<file path="src/rtl/soc_bus_arbiter.sv">
// soc_bus_arbiter
// Shares the soc_65xx system bus between the CPU (master 0) and the DMA/loader
// (master 1) using round-robin arbitration. The DMA can hold the bus across
// accesses with dma_lock. Accesses that fall in the peripheral window are
// stretched until the next peripheral clock-enable pulse, and this block also
// generates that pulse.
//
// Ports
//   clk, reset_n                  system clock, async active-low reset
//   cpu_req/addr/we/do -> cpu_rdy CPU access request, completes when cpu_rdy=1
//   dma_req/lock/addr/we/do       DMA access request, plus the bus-hold flag
//   dma_ack                       DMA access completes this cycle
//   bus_addr/do/we/act            shared bus, muxed from the current owner
//   periph_en                     one-cycle peripheral enable, every DIV clocks
//   owner                         0 = none, 1 = CPU, 2 = DMA
//
// state    | meaning
// OWN_NONE | bus idle, arbitrate on the next edge
// OWN_CPU  | CPU drives the bus until cpu_rdy
// OWN_DMA  | DMA drives the bus until dma_ack
`timescale 1ns/1ps

module soc_bus_arbiter #(
    parameter int          clk_freq    = 32000000,
    parameter int          periph_freq = 4000000,
    parameter logic [15:0] periph_base = 16'hF000
) (
    input  logic        clk,
    input  logic        reset_n,
    input  logic        cpu_req,
    input  logic [15:0] cpu_addr,
    input  logic        cpu_we,
    input  logic [7:0]  cpu_do,
    output logic        cpu_rdy,
    input  logic        dma_req,
    input  logic        dma_lock,
    input  logic [15:0] dma_addr,
    input  logic        dma_we,
    input  logic [7:0]  dma_do,
    output logic        dma_ack,
    output logic [15:0] bus_addr,
    output logic [7:0]  bus_do,
    output logic        bus_we,
    output logic        bus_act,
    output logic        periph_en,
    output logic [1:0]  owner
);

    localparam int DIV = clk_freq / periph_freq;
    localparam int DW  = (DIV > 2) ? $clog2(DIV) : 1;
    localparam logic [DW-1:0] DIV_LAST = DW'(DIV - 1);

    typedef enum logic [1:0] {
        OWN_NONE = 2'd0,
        OWN_CPU  = 2'd1,
        OWN_DMA  = 2'd2
    } owner_t;

    owner_t        r_owner;
    logic          r_last_dma;   // 1: DMA was granted most recently
    logic [DW-1:0] r_div;

    owner_t        w_next;
    logic          w_hit;
    logic          w_done;
    logic          w_we;

    assign periph_en = (r_div == DIV_LAST);

    always_comb begin
        bus_addr = 16'h0000;
        bus_do   = 8'h00;
        w_we     = 1'b0;
        case (r_owner)
            OWN_CPU: begin
                bus_addr = cpu_addr;
                bus_do   = cpu_do;
                w_we     = cpu_we;
            end
            OWN_DMA: begin
                bus_addr = dma_addr;
                bus_do   = dma_do;
                w_we     = dma_we;
            end
            default: ;
        endcase
    end

    assign bus_act = (r_owner != OWN_NONE);
    assign w_hit   = (bus_addr >= periph_base);
    // Peripheral accesses only complete on the enable pulse; memory is single-cycle.
    assign w_done  = bus_act && (!w_hit || periph_en);
    assign cpu_rdy = w_done && (r_owner == OWN_CPU);
    assign dma_ack = w_done && (r_owner == OWN_DMA);
    assign bus_we  = w_done && w_we;
    assign owner   = r_owner;

    always_comb begin
        w_next = OWN_NONE;
        if (r_owner == OWN_DMA && dma_lock && dma_req) begin
            w_next = OWN_DMA;
        end else if (cpu_req && dma_req) begin
            w_next = r_last_dma ? OWN_CPU : OWN_DMA;
        end else if (cpu_req) begin
            w_next = OWN_CPU;
        end else if (dma_req) begin
            w_next = OWN_DMA;
        end
    end

    always_ff @(posedge clk or negedge reset_n) begin
        if (!reset_n) begin
            r_owner    <= OWN_NONE;
            r_last_dma <= 1'b1;       // CPU wins the first tie
            r_div      <= '0;
        end else begin
            r_div <= (r_div == DIV_LAST) ? '0 : r_div + 1'b1;
            if (r_owner == OWN_NONE || w_done) begin
                r_owner <= w_next;
                if (w_next == OWN_CPU) begin
                    r_last_dma <= 1'b0;
                end else if (w_next == OWN_DMA) begin
                    r_last_dma <= 1'b1;
                end
            end
        end
    end

endmodule
</file>
<file path="config.mk">
export PLATFORM = sky130hd
export DESIGN_NAME = soc_bus_arbiter
export DESIGN_NICKNAME = d
export VERILOG_FILES = /design/src/rtl/soc_bus_arbiter.sv
export SDC_FILE = /design/constraint.sdc
export NUM_CORES = 1
export LEC_CHECK = 0
export ABC_AREA = 1
export ABC_CLOCK_PERIOD_IN_PS = 4100
export BUFFER_PORTS_ARGS = -buffer_cell sky130_fd_sc_hd__buf_2
export CAP_MARGIN = 5
export CORE_MARGIN = 5
export CORE_UTILIZATION = 37
export DETAILED_ROUTE_END_ITERATION = 16
export PLACE_DENSITY = 0.93
export SLEW_MARGIN = 20
export SYNTH_ARGS = -nofsm -noshare
export SYNTH_HDL_FRONTEND = slang
export SYNTH_SLANG_ARGS = --single-unit
</file>
<file path="constraint.sdc">
create_clock -name clk -period 4.1 [get_ports clk]
set_clock_uncertainty 0.15 [all_clocks]
set_input_delay 0.205 -clock clk [delete_from_list [all_inputs] [get_ports clk]]
set_output_delay 0.205 -clock clk [all_outputs]
set_load 0.1 [all_outputs]
</file>
==> results.py, run 1 <==
metrics = {
    "placed_design": {
        "dpl_worst_slack_ps": 1570,
        "io_buffer_count": 85,
        "dp_hpwl_um": 2220,
        "place_inst": 234,
        "gp_congestion": 0.8279,
    },
    "layout": {
        "final_util_pct": 61.75,
        "area_growth_syn_to_layout_pct": 56.33,
        "seq_area_um2": 151.4,
        "fill_cells": 202,
        "drive_above_1_share_pct": 47.17,
        "multi_input_area_um2": 548.0,
        "n_antenna_cell": 0,
        "final_cells": 239,
        "nets": 274,
    },
    "die": {
        "die-area_um2": 3162,
        "dieWidth_um": 56.23,
        "die_h_um": 56.23,
        "initial_core_util_pct": 39.50,
        "rows": 16,
        "core_um2": 2002,
        "num_io_pins": 86,
    },
    "timing": {
        "period_needed_ps": 2762,
        "post-route-period-util_pct": 67.36,
        "rsz0062_at_grt": "false",
        "maxSlewViolCount": 0,
        "max_clock_freq_ghz": 0.3621,
        "setup_viol": 0,
        "tightest_slew_ps": 940.2,
        "hold_violations": 0,
        "relSlewSlack_pct": 37.32,
        "fin_ws_ps": 1338,
        "finalSetupTns_ps": 0,
    },
    "clock_tree": {
        "cts_max_path_buffers": 2,
        "clock-sinks": 6,
        "cts_tree": "built",
        "postCtsResizedCells": 0,
        "root_buffer": "clkbuf_4",
        "postCtsHoldBufs": 1,
        "insertion_delay_ps": 240,
        "cts-buffers-inserted": 3,
        "clk_pin_slew_ps": 50,
        "htreeDepth": 1,
        "cts_setup_buffers": 0,
    },
    "synthesis": {
        "yosysSeqAreaShare_pct": 19.15,
        "syn_area_um2": 790.8,
        "syn_avg_cell_area_um2": 6.083,
        "yosys_register_bits": 6,
        "synthCells": 130,
        "yosys_warnings": 0,
        "syn_nets": 191,
        "synthDistinctLibCells": 19,
    },
    "min_path": {
        "hold_path_class": "in -> async",
    },
    "route": {
        "drc": 0,
        "via_per_inst": 4.523,
        "num_vias": 1081,
        "wl_per_cell_um": 11.05,
        "drt_wl_total_um": 2641,
        "dr.pass1.iters": 4,
        "drtAntennaViolNets": 0,
        "first_iter_violations": 62,
    },
    "worst_setup_path": {
        "cp_top_family": "adder cells",
        "critPathLaunch": "owner[0]$_DFFE_PN0P_",
        "cp-end-kind": "output pin",
        "critPathBufInv": 2,
        "worstSetupStartpointType": "register",
        "critical_path_arrival_ps": 2410,
        "worstPathMaxFanout": 27,
        "cpMaxStageDelayCell": "ha_1",
        "cpPeakStageDelay_ps": 720,
        "worstPathRequired_ps": 3740,
        "reg2reg_from": "owner[0]$_DFFE_PN0P_",
        "path_cells": "inv_1 -> ha_1 -> nand2_1 -> a21oi_4 -> nand2_1 -> nand2_1 -> nor2_1 -> buf_2",
        "crit_type": "reg -> out",
        "cpMostUsedCell": "nand2_1",
    },
    "power_and_ir_drop": {
        "seqPwrFrac_pct": 10.5,
        "finalPower_w": 0.0007311,
        "total_leakage_power_nw": 0.7242,
        "internal-power_w": 0.0002062,
        "p_per_area_nw_per_um2": 591.4,
        "swShare_pct": 71.80,
        "peakVddDrop_uv": 296.3,
        "p_switching_w": 0.0005250,
        "power.share.combinational_pct": 81.7,
        "pwr-share-clk_pct": 7.8,
    },
    "grt": {
        "antenna_found_initial": 0,
        "grtUsageTotal_pct": 17.21,
        "grt_max_degree": 28,
        "grt_overflow": 0,
        "grt_first_pass_wirelength_um": 4505,
        "grt_pass1_vias": 1055,
    },
    "run_status": {
        "status": "completed",
    },
    "flow_run": {
        "drv_cap": 0,
    },
}
==> power by group through the flow <==
stage | logic [W] | registers [W] | clock network (W)
finish | 0.000598 | 0.0000765 | 0.0000569
floorplan | 0.000487 | 0.000103 | 0
CTS | 0.000602 | 0.0000766 | 0.0000612
detailed placement | 0.000600 | 0.0000774 | 0
global placement | 0.000598 | 0.0000772 | 0
global route | 0.000633 | 0.0000781 | 0.0000624
==> final cells by class <==
class / instances / area share [%]
clock buffers: 4 / 2.125
multi-input cells: 105 / 44.33
inverters: 11 / 3.340
repair buffers: 86 / 35.22
well taps: 27 / 2.733
flip-flops and latches: 6 / 12.25
==> flip-flops by register name, summed over array words and instances (netlist names) <==
register	flops
r_last_dma	1
owner	2
r_div	3
==> metal layers <==
| layer | vias up | track usage [%] | wire length (µm) |
|---|---|---|---|
| met5 | - | 0 | 0 |
| met4 | 0 | 5.085 | 14 |
| met3 | 2 | 6.265 | 337 |
| met2 | 49 | 31.89 | 1331 |
| met1 | 456 | 17.84 | 958 |
| li1 | 574 | - | - |
==> cells in the final DEF (no fill, tap or decap) <==
cell type / Yosys / final
nand3_1: 1 / 1
dfrtp_1: 5 / 5
dlygate4sd3_1: 0 / 1
a21oi_4: 1 / 1
o21a_1: 1 / 1
nand2_2: 7 / 7
a21oi_1: 24 / 24
o21ai_1: 2 / 2
nor2_1: 4 / 4
buf_2: 4 / 85
inv_1: 11 / 11
dfstp_2: 1 / 1
nand2_4: 1 / 1
nand3_4: 1 / 1
ha_1: 6 / 6
a22o_1: 1 / 1
clkbuf_1: 2 / 1
clkbuf_4: 0 / 3
nor2_4: 1 / 1
nand2_1: 55 / 55
==> metrics by stage <==
stage / hold WS, ps / instance area [µm²]
floorplan: -240.6 / 790.8
global placement: -119.8 / 1200
detailed placement: -116.6 / 1200
CTS: 149.4 / 1236
global route: 171.5 / 1236
finish: 155.8 / 1236
==> cell families (layout without fill, tap and decap cells) <==
kind of cell | Yosys count | after routing | synth area share, %
buffers and inverters | 19 | 101 | 11.55
adders and majority gates | 6 | 6 | 9.493
and+or+nand+nor | 70 | 70 | 39.24
AOI/OAI and AO/OA | 29 | 29 | 20.57
DFF | 6 | 6 | 19.15
==> synthesized netlist by cell type (all sizes together) <==
master,n,share of area [%]
dfrtp,5,16
o21ai,2,1.3
a22o,1,1.1
nor2,5,3.3
buf,6,5.4
ha,6,9.5
o21a,1,0.95
nand3,2,2.8
inv,11,5.2
nand2,63,33
clkbuf,2,0.95
dfstp,1,3.3
a21oi,25,17
==> path summary, 6_finish.rpt <==
check | cells past startpoint | slack [ps] | to
worst min register to register | 1 | 280 | r_div[0]$_DFF_PN0_
worst min-delay path | 2 | 160 | r_div[0]$_DFF_PN0_
min in group clk | 4 | 160 | owner[0]$_DFFE_PN0P_
max in group asynchronous | 2 | 3410 | r_last_dma$_DFFE_PN1P_
worst max-delay path | 8 | 1340 | dma_ack
worst max register to register | 11 | 1780 | r_last_dma$_DFFE_PN1P_
(Power assumes the default switching activity.)
==> inputs of run 2 (changes only) <==
- ABC_CLOCK_PERIOD_IN_PS: 4100 -> 2700
- CORE_UTILIZATION: 37 -> 34
- PLACE_DENSITY: 0.93 -> 0.87
- clock period: 4.1 -> 2.7 ns (I/O delays scaled with it)
==> results.py, run 2 (synthesis results as in run 1) <==
metrics = {
    "placed_design": {
        "gp_congestion": 0.8359,
        "io_buffer_count": 85,
        "dp_hpwl_um": 3154,
    },
    "route": {
        "num_vias": 1177,
        "via_per_inst": 4.824,
        "drt_wl_total_um": 3604,
        "drc": 0,
        "wl_per_cell_um": 14.77,
        "dr.pass1.iters": 4,
        "first_iter_violations": 81,
        "drtAntennaViolNets": 0,
    },
    "timing": {
        "period_needed_ps": 2543,
        "maxSlewViolCount": 0,
        "hold_violations": 0,
        "finalSetupTns_ps": 0,
        "max_clock_freq_ghz": 0.3933,
        "relSlewSlack_pct": 66.92,
        "tightest_slew_ps": 499.6,
        "setup_viol": 0,
        "post-route-period-util_pct": 94.17,
    },
    "layout": {
        "area_growth_syn_to_layout_pct": 126.4,
        "drive_above_1_share_pct": 62.50,
        "final_cell_mix": "buf_2, nand2_1, a21oi_4, buf_12, inv_1",
        "largest_reg_flops": 3,
        "n_antenna_cell": 0,
        "nets": 278,
        "final_common_cell": "buf_2",
        "largest_register": "r_div",
    },
    "worst_setup_path": {
        "worstSetupStartpointType": "register",
        "worstPathRequired_ps": 2410,
        "cp.depth": 8,
        "critical_path_arrival_ps": 2260,
        "crit_type": "reg -> out",
        "path_cells": "inv_1 -> ha_1 -> inv_2 -> a21oi_4 -> nand2_1 -> nand2_1 -> nor2_4 -> buf_2",
        "worstPathMaxFanout": 8,
        "cp-end-kind": "output pin",
        "critPathBufInv": 3,
        "reg2reg_from": "owner[0]$_DFFE_PN0P_",
        "crit_end": "cpu_rdy",
        "rr_endpoint": "r_last_dma$_DFFE_PN1P_",
        "critPathLaunch": "owner[0]$_DFFE_PN0P_",
        "cpMaxStageDelayCell": "buf_2",
        "cpPeakStageDelay_ps": 430,
        "cpMostUsedCell": "nand2_1",
        "cp_top_family": "buffers and inverters",
        "ff2ff_path_depth": 12,
        "reg2reg_slack_ps": 570,
    },
    "power_and_ir_drop": {
        "peakVddDrop_uv": 691.5,
        "total_leakage_power_nw": 0.8050,
        "p_per_area_nw_per_um2": 818.7,
        "finalPower_w": 0.001466,
    },
    "clock_tree": {
        "cts-buffers-inserted": 3,
        "cts_max_path_buffers": 2,
        "clk_pin_slew_ps": 40,
        "cts_tree": "built",
        "insertion_delay_ps": 250,
        "clock-sinks": 6,
        "root_buffer": "clkbuf_4",
        "cts_setup_buffers": 0,
        "htreeDepth": 1,
    },
    "grt": {
        "grt_pass1_vias": 1206,
        "antenna_found_initial": 0,
        "grtUsageTotal_pct": 20.96,
        "grt_max_degree": 18,
        "grt_first_pass_wirelength_um": 5547,
        "grt_overflow": 0,
    },
    "die": {
        "initial_core_util_pct": 35.75,
        "die-area_um2": 3390,
        "num_io_pins": 86,
        "rows": 17,
        "dieWidth_um": 58.23,
        "die_h_um": 58.23,
        "core_um2": 2212,
    },
    "flow_run": {
        "drv_cap": 0,
    },
    "min_path": {
        "min_path_cells": 4,
        "hold_path_class": "in -> reg",
    },
    "run_status": {
        "status": "completed",
    },
}
## run 2: changes by cell type in the layout (fill, tap and decap cells not counted), sizes merged
cell / delta
inv: -1
clkinvlp: +1
buf: +4
## run 2: repair_timing
| item | CTS | global route |
|---|---|---|
| setup endpoints to repair | 0 | 3 |
| resized for setup | 0 | 1 |
| endpoints found under the hold margin | 6 | 0 |
| hold buffers | 1 | 0 |
## run 2: worst min-delay path by stage
stage	slack, ps	to	from
global placement	-190	r_div[1]$_DFF_PN0_	reset_n
CTS	60	owner[0]$_DFFE_PN0P_	dma_req
detailed placement	-190	r_div[1]$_DFF_PN0_	reset_n
finish	70	owner[0]$_DFFE_PN0P_	dma_req
floorplan	-310	owner[0]$_DFFE_PN0P_	reset_n
global route	90	r_div[0]$_DFF_PN0_	reset_n
## run 2: tightest hold or removal path, delay by kind of cell
kind	cells	cell delay [ps]
AOI/OAI and AO/OA	2	140
and+or+nand+nor	1	60
buffers and inverters	1	90
## run 2: final cells by class
| type | count | area (µm²) |
|---|---|---|
| tap | 28 | 35.03 |
| sequential | 6 | 153.9 |
| clock buffer | 4 | 26.28 |
| inverter | 11 | 45.04 |
| multi-input combinational | 105 | 809.5 |
| fill | 137 | 421.7 |
| timing repair buffer | 90 | 720.7 |
## run 2: report_power, final
| part | total (W) | internal [W] | leakage [nW] | switching [W] |
|---|---|---|---|---|
| registers | 0.000119 | 0.000110 | 0.0706 | 0.00000918 |
| logic | 0.00126 | 0.000341 | 0.719 | 0.000914 |
| clock network | 0.0000916 | 0.0000562 | 0.0150 | 0.0000354 |
## run 2: per-layer routing
metal  GRT usage (%)  vias to the layer above  wire length (µm)
li1                -                      579                 -
met1           23.97                      517              1370
met2           36.13                       70              1722
met3           5.122                       11               399
met4           10.26                        0               112
met5               0                        -                 0
## run 2: per-stage QoR
stage	setup slack (ps)	hold slack [ps]	area (µm²)	utilization [%]	std cells
finish	157.4	69.85	1790	80.94	244
global route	-5.733	85.34	1790	80.94	244
CTS	56.12	59.03	1788	80.83	244
detailed placement	339.1	-186.7	1752	79.19	239
global placement	461.9	-190.9	1752	79.19	239
floorplan	14.24	-310.6	1059	-	130
